$ cat src/rtl/acp_bus_arbiter.sv
// acp_bus_arbiter -- N-master shared-bus arbiter with rotating priority,
// tenure limit with preemption, and a combinational output mux driven from
// the registered grant.
//
// Ports:
//   clk       system clock, rising edge
//   rst_n     asynchronous active-low reset
//   req       bus request, one bit per master
//   ack       one-hot grant (registered), zero when bus idle
//   bus_in    master data outputs, master i at [i*BUS_WIDTH +: BUS_WIDTH]
//   ctrl_in   master ctrl outputs, master i at [i*CTRL_WIDTH +: CTRL_WIDTH]
//   bus_out   shared data bus (zero when idle)
//   ctrl_out  shared ctrl bus (zero when idle)
//   grant_id  index of current owner, meaningful while busy
//   busy      bus owned (= |ack)

// Per-master output gate: passes the master's bus/ctrl only while granted.
// The granted lanes are OR-ed together in the top; since ack is one-hot,
// exactly one lane (or none) contributes, and ungranted X's are masked.
module acp_bus_arbiter_lane #(
  parameter int BUS_WIDTH  = 32,
  parameter int CTRL_WIDTH = 8
) (
  input  logic                  sel_i,
  input  logic [BUS_WIDTH-1:0]  bus_i,
  input  logic [CTRL_WIDTH-1:0] ctrl_i,
  output logic [BUS_WIDTH-1:0]  bus_o,
  output logic [CTRL_WIDTH-1:0] ctrl_o
);
  assign bus_o  = sel_i ? bus_i  : '0;
  assign ctrl_o = sel_i ? ctrl_i : '0;
endmodule

module acp_bus_arbiter #(
  parameter int NUM_MASTERS = 8,
  parameter int BUS_WIDTH   = 32,
  parameter int CTRL_WIDTH  = 8,
  parameter int MAX_HOLD    = 16,
  parameter int ID_WIDTH    = 4
) (
  input  logic                              clk,
  input  logic                              rst_n,
  input  logic [NUM_MASTERS-1:0]            req,
  output logic [NUM_MASTERS-1:0]            ack,
  input  logic [NUM_MASTERS*BUS_WIDTH-1:0]  bus_in,
  input  logic [NUM_MASTERS*CTRL_WIDTH-1:0] ctrl_in,
  output logic [BUS_WIDTH-1:0]              bus_out,
  output logic [CTRL_WIDTH-1:0]             ctrl_out,
  output logic [ID_WIDTH-1:0]               grant_id,
  output logic                              busy
);

  localparam int CW = (MAX_HOLD < 1) ? 1 : $clog2(MAX_HOLD + 1);
  localparam logic [CW-1:0] HOLD_MAX  = CW'(MAX_HOLD);
  // Only meaningful when MAX_HOLD != 0; the compare below is gated on that.
  localparam logic [CW-1:0] HOLD_LAST = CW'(MAX_HOLD - 1);

  typedef enum logic [1:0] {IDLE, GRANT, RELEASE} state_t;

  state_t                 state_q, state_d;
  logic [NUM_MASTERS-1:0] ack_q, ack_d;
  logic [ID_WIDTH-1:0]    gid_q, gid_d;
  logic [ID_WIDTH-1:0]    last_q, last_d;
  logic [CW-1:0]          cnt_q, cnt_d;

  logic                   win_vld;
  logic [ID_WIDTH-1:0]    win_idx;
  logic                   own_req;
  logic                   others_wait;

  // Rotating-priority pick: first requester scanning upward from last+1,
  // wrapping modulo NUM_MASTERS. The last owner is therefore lowest priority.
  function automatic logic [ID_WIDTH:0] pick(input logic [NUM_MASTERS-1:0] cand,
                                             input logic [ID_WIDTH-1:0]    last);
    logic [ID_WIDTH:0] res;
    int                idx;
    res = '0;
    for (int off = 1; off <= NUM_MASTERS; off++) begin
      idx = (int'(last) + off) % NUM_MASTERS;
      if (!res[ID_WIDTH] && cand[idx]) res = {1'b1, ID_WIDTH'(idx)};
    end
    return res;
  endfunction

  // While in GRANT the owner's request is either high (no arbitration used)
  // or low (so it cannot win), so the raw req vector serves every state.
  assign {win_vld, win_idx} = pick(req, last_q);
  assign own_req     = |(req & ack_q);
  assign others_wait = |(req & ~ack_q);

  always_comb begin
    state_d = state_q;
    ack_d   = ack_q;
    gid_d   = gid_q;
    last_d  = last_q;
    cnt_d   = cnt_q;
    case (state_q)
      GRANT: begin
        if (!own_req) begin
          // Owner released: hand over on the same edge, no dead cycle.
          if (win_vld) begin
            ack_d  = NUM_MASTERS'(1) << win_idx;
            gid_d  = win_idx;
            last_d = win_idx;
            cnt_d  = '0;
          end else begin
            ack_d   = '0;
            state_d = IDLE;
          end
        end else if (MAX_HOLD != 0 && cnt_q == HOLD_LAST && others_wait) begin
          ack_d   = '0;
          state_d = RELEASE;
        end else if (cnt_q != HOLD_MAX) begin
          cnt_d = cnt_q + 1'b1;
        end
      end
      default: begin  // IDLE and RELEASE arbitrate identically
        if (win_vld) begin
          ack_d   = NUM_MASTERS'(1) << win_idx;
          gid_d   = win_idx;
          last_d  = win_idx;
          cnt_d   = '0;
          state_d = GRANT;
        end else begin
          ack_d   = '0;
          state_d = IDLE;
        end
      end
    endcase
  end

  always_ff @(posedge clk or negedge rst_n) begin
    if (!rst_n) begin
      state_q <= IDLE;
      ack_q   <= '0;
      gid_q   <= '0;
      last_q  <= ID_WIDTH'(NUM_MASTERS - 1);
      cnt_q   <= '0;
    end else begin
      state_q <= state_d;
      ack_q   <= ack_d;
      gid_q   <= gid_d;
      last_q  <= last_d;
      cnt_q   <= cnt_d;
    end
  end

  assign ack      = ack_q;
  assign grant_id = gid_q;
  assign busy     = |ack_q;

  // Output mux: gate each lane by its ack bit, then OR the lanes.
  logic [NUM_MASTERS-1:0][BUS_WIDTH-1:0]  lane_bus;
  logic [NUM_MASTERS-1:0][CTRL_WIDTH-1:0] lane_ctrl;

  for (genvar i = 0; i < NUM_MASTERS; i++) begin : g_lane
    acp_bus_arbiter_lane #(
      .BUS_WIDTH (BUS_WIDTH),
      .CTRL_WIDTH(CTRL_WIDTH)
    ) u_lane (
      .sel_i (ack_q[i]),
      .bus_i (bus_in[i*BUS_WIDTH +: BUS_WIDTH]),
      .ctrl_i(ctrl_in[i*CTRL_WIDTH +: CTRL_WIDTH]),
      .bus_o (lane_bus[i]),
      .ctrl_o(lane_ctrl[i])
    );
  end

  always_comb begin
    bus_out  = '0;
    ctrl_out = '0;
    for (int i = 0; i < NUM_MASTERS; i++) begin
      bus_out  = bus_out  | lane_bus[i];
      ctrl_out = ctrl_out | lane_ctrl[i];
    end
  end

endmodule

$ cat config.mk
export PLATFORM = sky130hd
export DESIGN_NAME = acp_bus_arbiter
export DESIGN_NICKNAME = d
export VERILOG_FILES = /design/src/rtl/acp_bus_arbiter.sv
export SDC_FILE = /design/constraint.sdc
export NUM_CORES = 1
export LEC_CHECK = 0
export CAP_MARGIN = 20
export CORE_AREA = 4 4 146 148
export CTS_CLUSTER_SIZE = 30
export DETAILED_ROUTE_END_ITERATION = 7
export DIE_AREA = 0 0 150 152
export PLACE_DENSITY = 0.66
export SLEW_MARGIN = 20
export SYNTH_ARGS = -nofsm -noshare
export SYNTH_HDL_FRONTEND = slang
export SYNTH_SLANG_ARGS = --single-unit
$ cat constraint.sdc
create_clock -name clk -period 3.4 [get_ports clk]
set_clock_uncertainty 0.05 [all_clocks]
set_input_delay 0.51 -clock clk [delete_from_list [all_inputs] [get_ports clk]]
set_output_delay 0.51 -clock clk [all_outputs]
set_load 0.02 [all_outputs]
==> flow_metrics.env <==
export IMPL_cts_made_buffers=3
export IMPL_drv_slew=0
export IMPL_tightestPinTransition_ns=0.936
export IMPL_synthMuxAreaShare_pct=16.2
export IMPL_crit_path_end_kind="flop"
export IMPL_cts_setup_buffers=0
export IMPL_criticalPathCategory="reg2reg"
export IMPL_vias=5718
export IMPL_grt_pass1_vias=5909
export IMPL_grt_usage_pct=20.8
export IMPL_rsz0062_at_grt="no"
export IMPL_power_leakage_uw=0.00279
export IMPL_max_freq_mhz=312
export IMPL_place_gp_congestion=0.930
export IMPL_pwr_share_seq_pct=11.3
export IMPL_start_kind="flop"
export IMPL_crit_chain="buf_4, ha_1, xor2_1, mux4_2, mux2i_1, a311o_1, o32ai_2, o41ai_4, mux2_2"
export IMPL_most_common_layout_cells="clkdlybuf4s50_1, a22oi_1, nand4_1"
export IMPL_place_detailed_hpwl_um=20900
export IMPL_p_sw_uw=2690
export IMPL_reg2reg_slack_ns=0.19
export IMPL_finalSetupTns_ns=0
export IMPL_yosys_area_top_type_share_pct=33.4
export IMPL_cap_violations=0
export IMPL_area_growth_pct=114
export IMPL_synth_simple_area_share_pct=14.8
export IMPL_relSlewSlack_pct=37.4
export IMPL_utilization_pct=39.6
export IMPL_clkSinkCount=21
export IMPL_worstPathMaxFanout=10
export IMPL_final_fill_count=2051
export IMPL_ios=383
export IMPL_drive_above_1_share_pct=10.0
export IMPL_slowest_delay_ns=0.63
export IMPL_yosys_area_share_xor_xnor_pct=0.708
export IMPL_synth_area_leader_cell="a22oi_1"
export IMPL_remaining_drc_errors=0
export IMPL_ys_async_sr_fraction_pct=100
export IMPL_grt_max_degree=32
export IMPL_htree_num_levels=1
export IMPL_die_x_um=150
export IMPL_internal_power_uw=2720
export IMPL_pwr_share_clk_pct=4.7
export IMPL_drt_iter0_drc=447
export IMPL_root_buffer="clkbuf_16"
export IMPL_syn_nets=787
export IMPL_placed_area_um2=7840
export IMPL_path_buf_inv=1
export IMPL_core_um2=20000
export IMPL_grt_antenna_before_repair=1
export IMPL_start_util_pct=18.5
export IMPL_die_y_um=152
export IMPL_pwr_share_comb_pct=84.0
export IMPL_ys_ff_latch=21
export IMPL_power_density_nw_per_um2=680
export IMPL_routed_wl_um=25900
export IMPL_p_sw_share_pct=49.7
export IMPL_final_cell_area_um2=7940
export IMPL_cts_buffer_depth=2
export IMPL_syn_avg_cell_area_um2=8.21
export IMPL_crit_slowest_cell="mux4_2"
export IMPL_fin_nets=1144
export IMPL_avgViaCountPerCell=5.29
export IMPL_synth_edff_count=0
export IMPL_synth_compound_area_share_pct=42.6
export IMPL_seq_area_frac_synth_pct=14.3
export IMPL_critPathArrivalTime_ns=3.30
export IMPL_synth_top_family_by_area="compound AO/OA/AOI/OAI gates"
export IMPL_dr_pass1_iters=5
export IMPL_ir_drop_mv=0.351
export IMPL_die_area_um2=22800
export IMPL_grt_pass1_wl_um=36500
export IMPL_synthFlopType="dfrtp_1"
export IMPL_yosysWarnings=0
export IMPL_status="complete, no violations"
export IMPL_ys_types=56
export IMPL_io_buffers=381
export IMPL_fp_row_count=52
export IMPL_p_total_uw=5400
export IMPL_synth_area_leaders="a22oi_1, dfrtp_1, mux4_2, nand4_1, clkbuf_1"
export IMPL_layout_commonest_cell="clkdlybuf4s50_1"
export IMPL_wl_per_cell_um=24.0
export IMPL_crit_family="multiplexers"
export IMPL_antenna_left=0
export IMPL_hold_path_class="reg2reg"
export IMPL_synth_adder_area_share_pct=1.69
export IMPL_clock_latency_ns=0.26
export IMPL_cts_tree="built"
export IMPL_setup_viol=0
export IMPL_final_hold_violation_count=0
export IMPL_syn_area_um2=3710
export IMPL_syn_inst=452
export IMPL_grt_overflow_total=0
export IMPL_clkSlewWorstSetupHoldPaths_ns=0.06
export IMPL_period_share_pct=94.3
export IMPL_critPathRequiredTime_ns=3.49
export IMPL_min_period_ns=3.21
-- layout make-up --
type | count | area, um2 | share of cell area (%)
antenna | 2 | 5.00 | 0.0631
clock buffer | 3 | 75.1 | 0.946
clock inverter | 1 | 5.00 | 0.0631
inverter | 18 | 68.8 | 0.867
multi-input combinational | 355 | 2840 | 35.8
sequential | 21 | 539 | 6.79
tap | 270 | 338 | 4.26
timing repair buffer | 410 | 4070 | 51.3
-- repair_timing --
item                                    CTS  global route
endpoints found under the setup margin    0             7
endpoints found under the hold margin     0             0
hold buffers                              0             0
resized for setup                         0             1
-- power groups by stage --
stage,logic (uW),clock network (uW),registers (uW)
floorplan,2840,0,416
global placement,4480,0,618
detailed placement,4480,0,616
CTS,4500,258,613
global route,4870,268,629
finish,4540,253,610
-- stage by stage --
stage | setup slack (ns) | instances | hold WS, ns
2_1_floorplan | 0.0280 | 452 | 0.164
3_3_place_gp | 0.126 | 1074 | 0.428
3_5_place_dp | 0.0313 | 1074 | 0.420
4_1_cts | 0.129 | 1078 | 0.428
5_1_grt | 0.0149 | 1078 | 0.468
6_report | 0.193 | 1080 | 0.425
-- synth_stat cells, types with 3 or more instances --
master	instances
clkbuf_1	41
mux2i_1	13
nor2_1	10
ha_1	5
nand2_1	16
dfstp_2	3
dfrtp_1	18
o31ai_1	6
o21ai_0	8
nor2b_1	4
a21oi_1	7
a32o_1	4
nand4_1	42
nand3_1	4
buf_4	10
o22ai_1	6
a22oi_1	165
nand2b_1	5
mux4_2	13
mux2_2	12
inv_1	17
-- worst paths after layout --
path | startpoint | end | cells after the start
max in group asynchronous | rst_n | ack[0] | 1
setup / recovery | last_q[1] | grant_id[1] | 9
setup reg to reg | last_q[1] | grant_id[1] | 9
min in group asynchronous | rst_n | cnt_q[0] | 1
hold / removal | last_q[0] | last_q[0] | 2
hold reg to reg | last_q[0] | last_q[0] | 2
-- flip-flops by register name, summed over array words and instances, names as in the netlist --
register  cells
ack           8
state_q       2
cnt_q         5
grant_id      3
last_q        3
-- cells by family after synthesis --
kind of cell    after synthesis
xor+xnor                      3
compound gates              211
mux                          40
other cells                   1
flops                        21
fa+ha+maj                     5
simple gates                 95
buf+inv                      76
-- worst register-to-register path, cell delays in order, from the launching register on --
cell,delay [ns]
dfstp_2,0.54
buf_4,0.20
ha_1,0.23
xor2_1,0.29
mux4_2,0.63
mux2i_1,0.15
a311o_1,0.30
o32ai_2,0.18
o41ai_4,0.22
mux2_2,0.31
-- per-layer routing --
layer  up-vias  routed length [um]  global-route usage (%)
met5         -                   0                       0
li1       2590                   -                       -
met4         0                 556                    4.49
met3        33                2730                    5.24
met1      2715               10300                    26.1
met2       380               12300                    35.8
(Power assumes the default switching activity.)
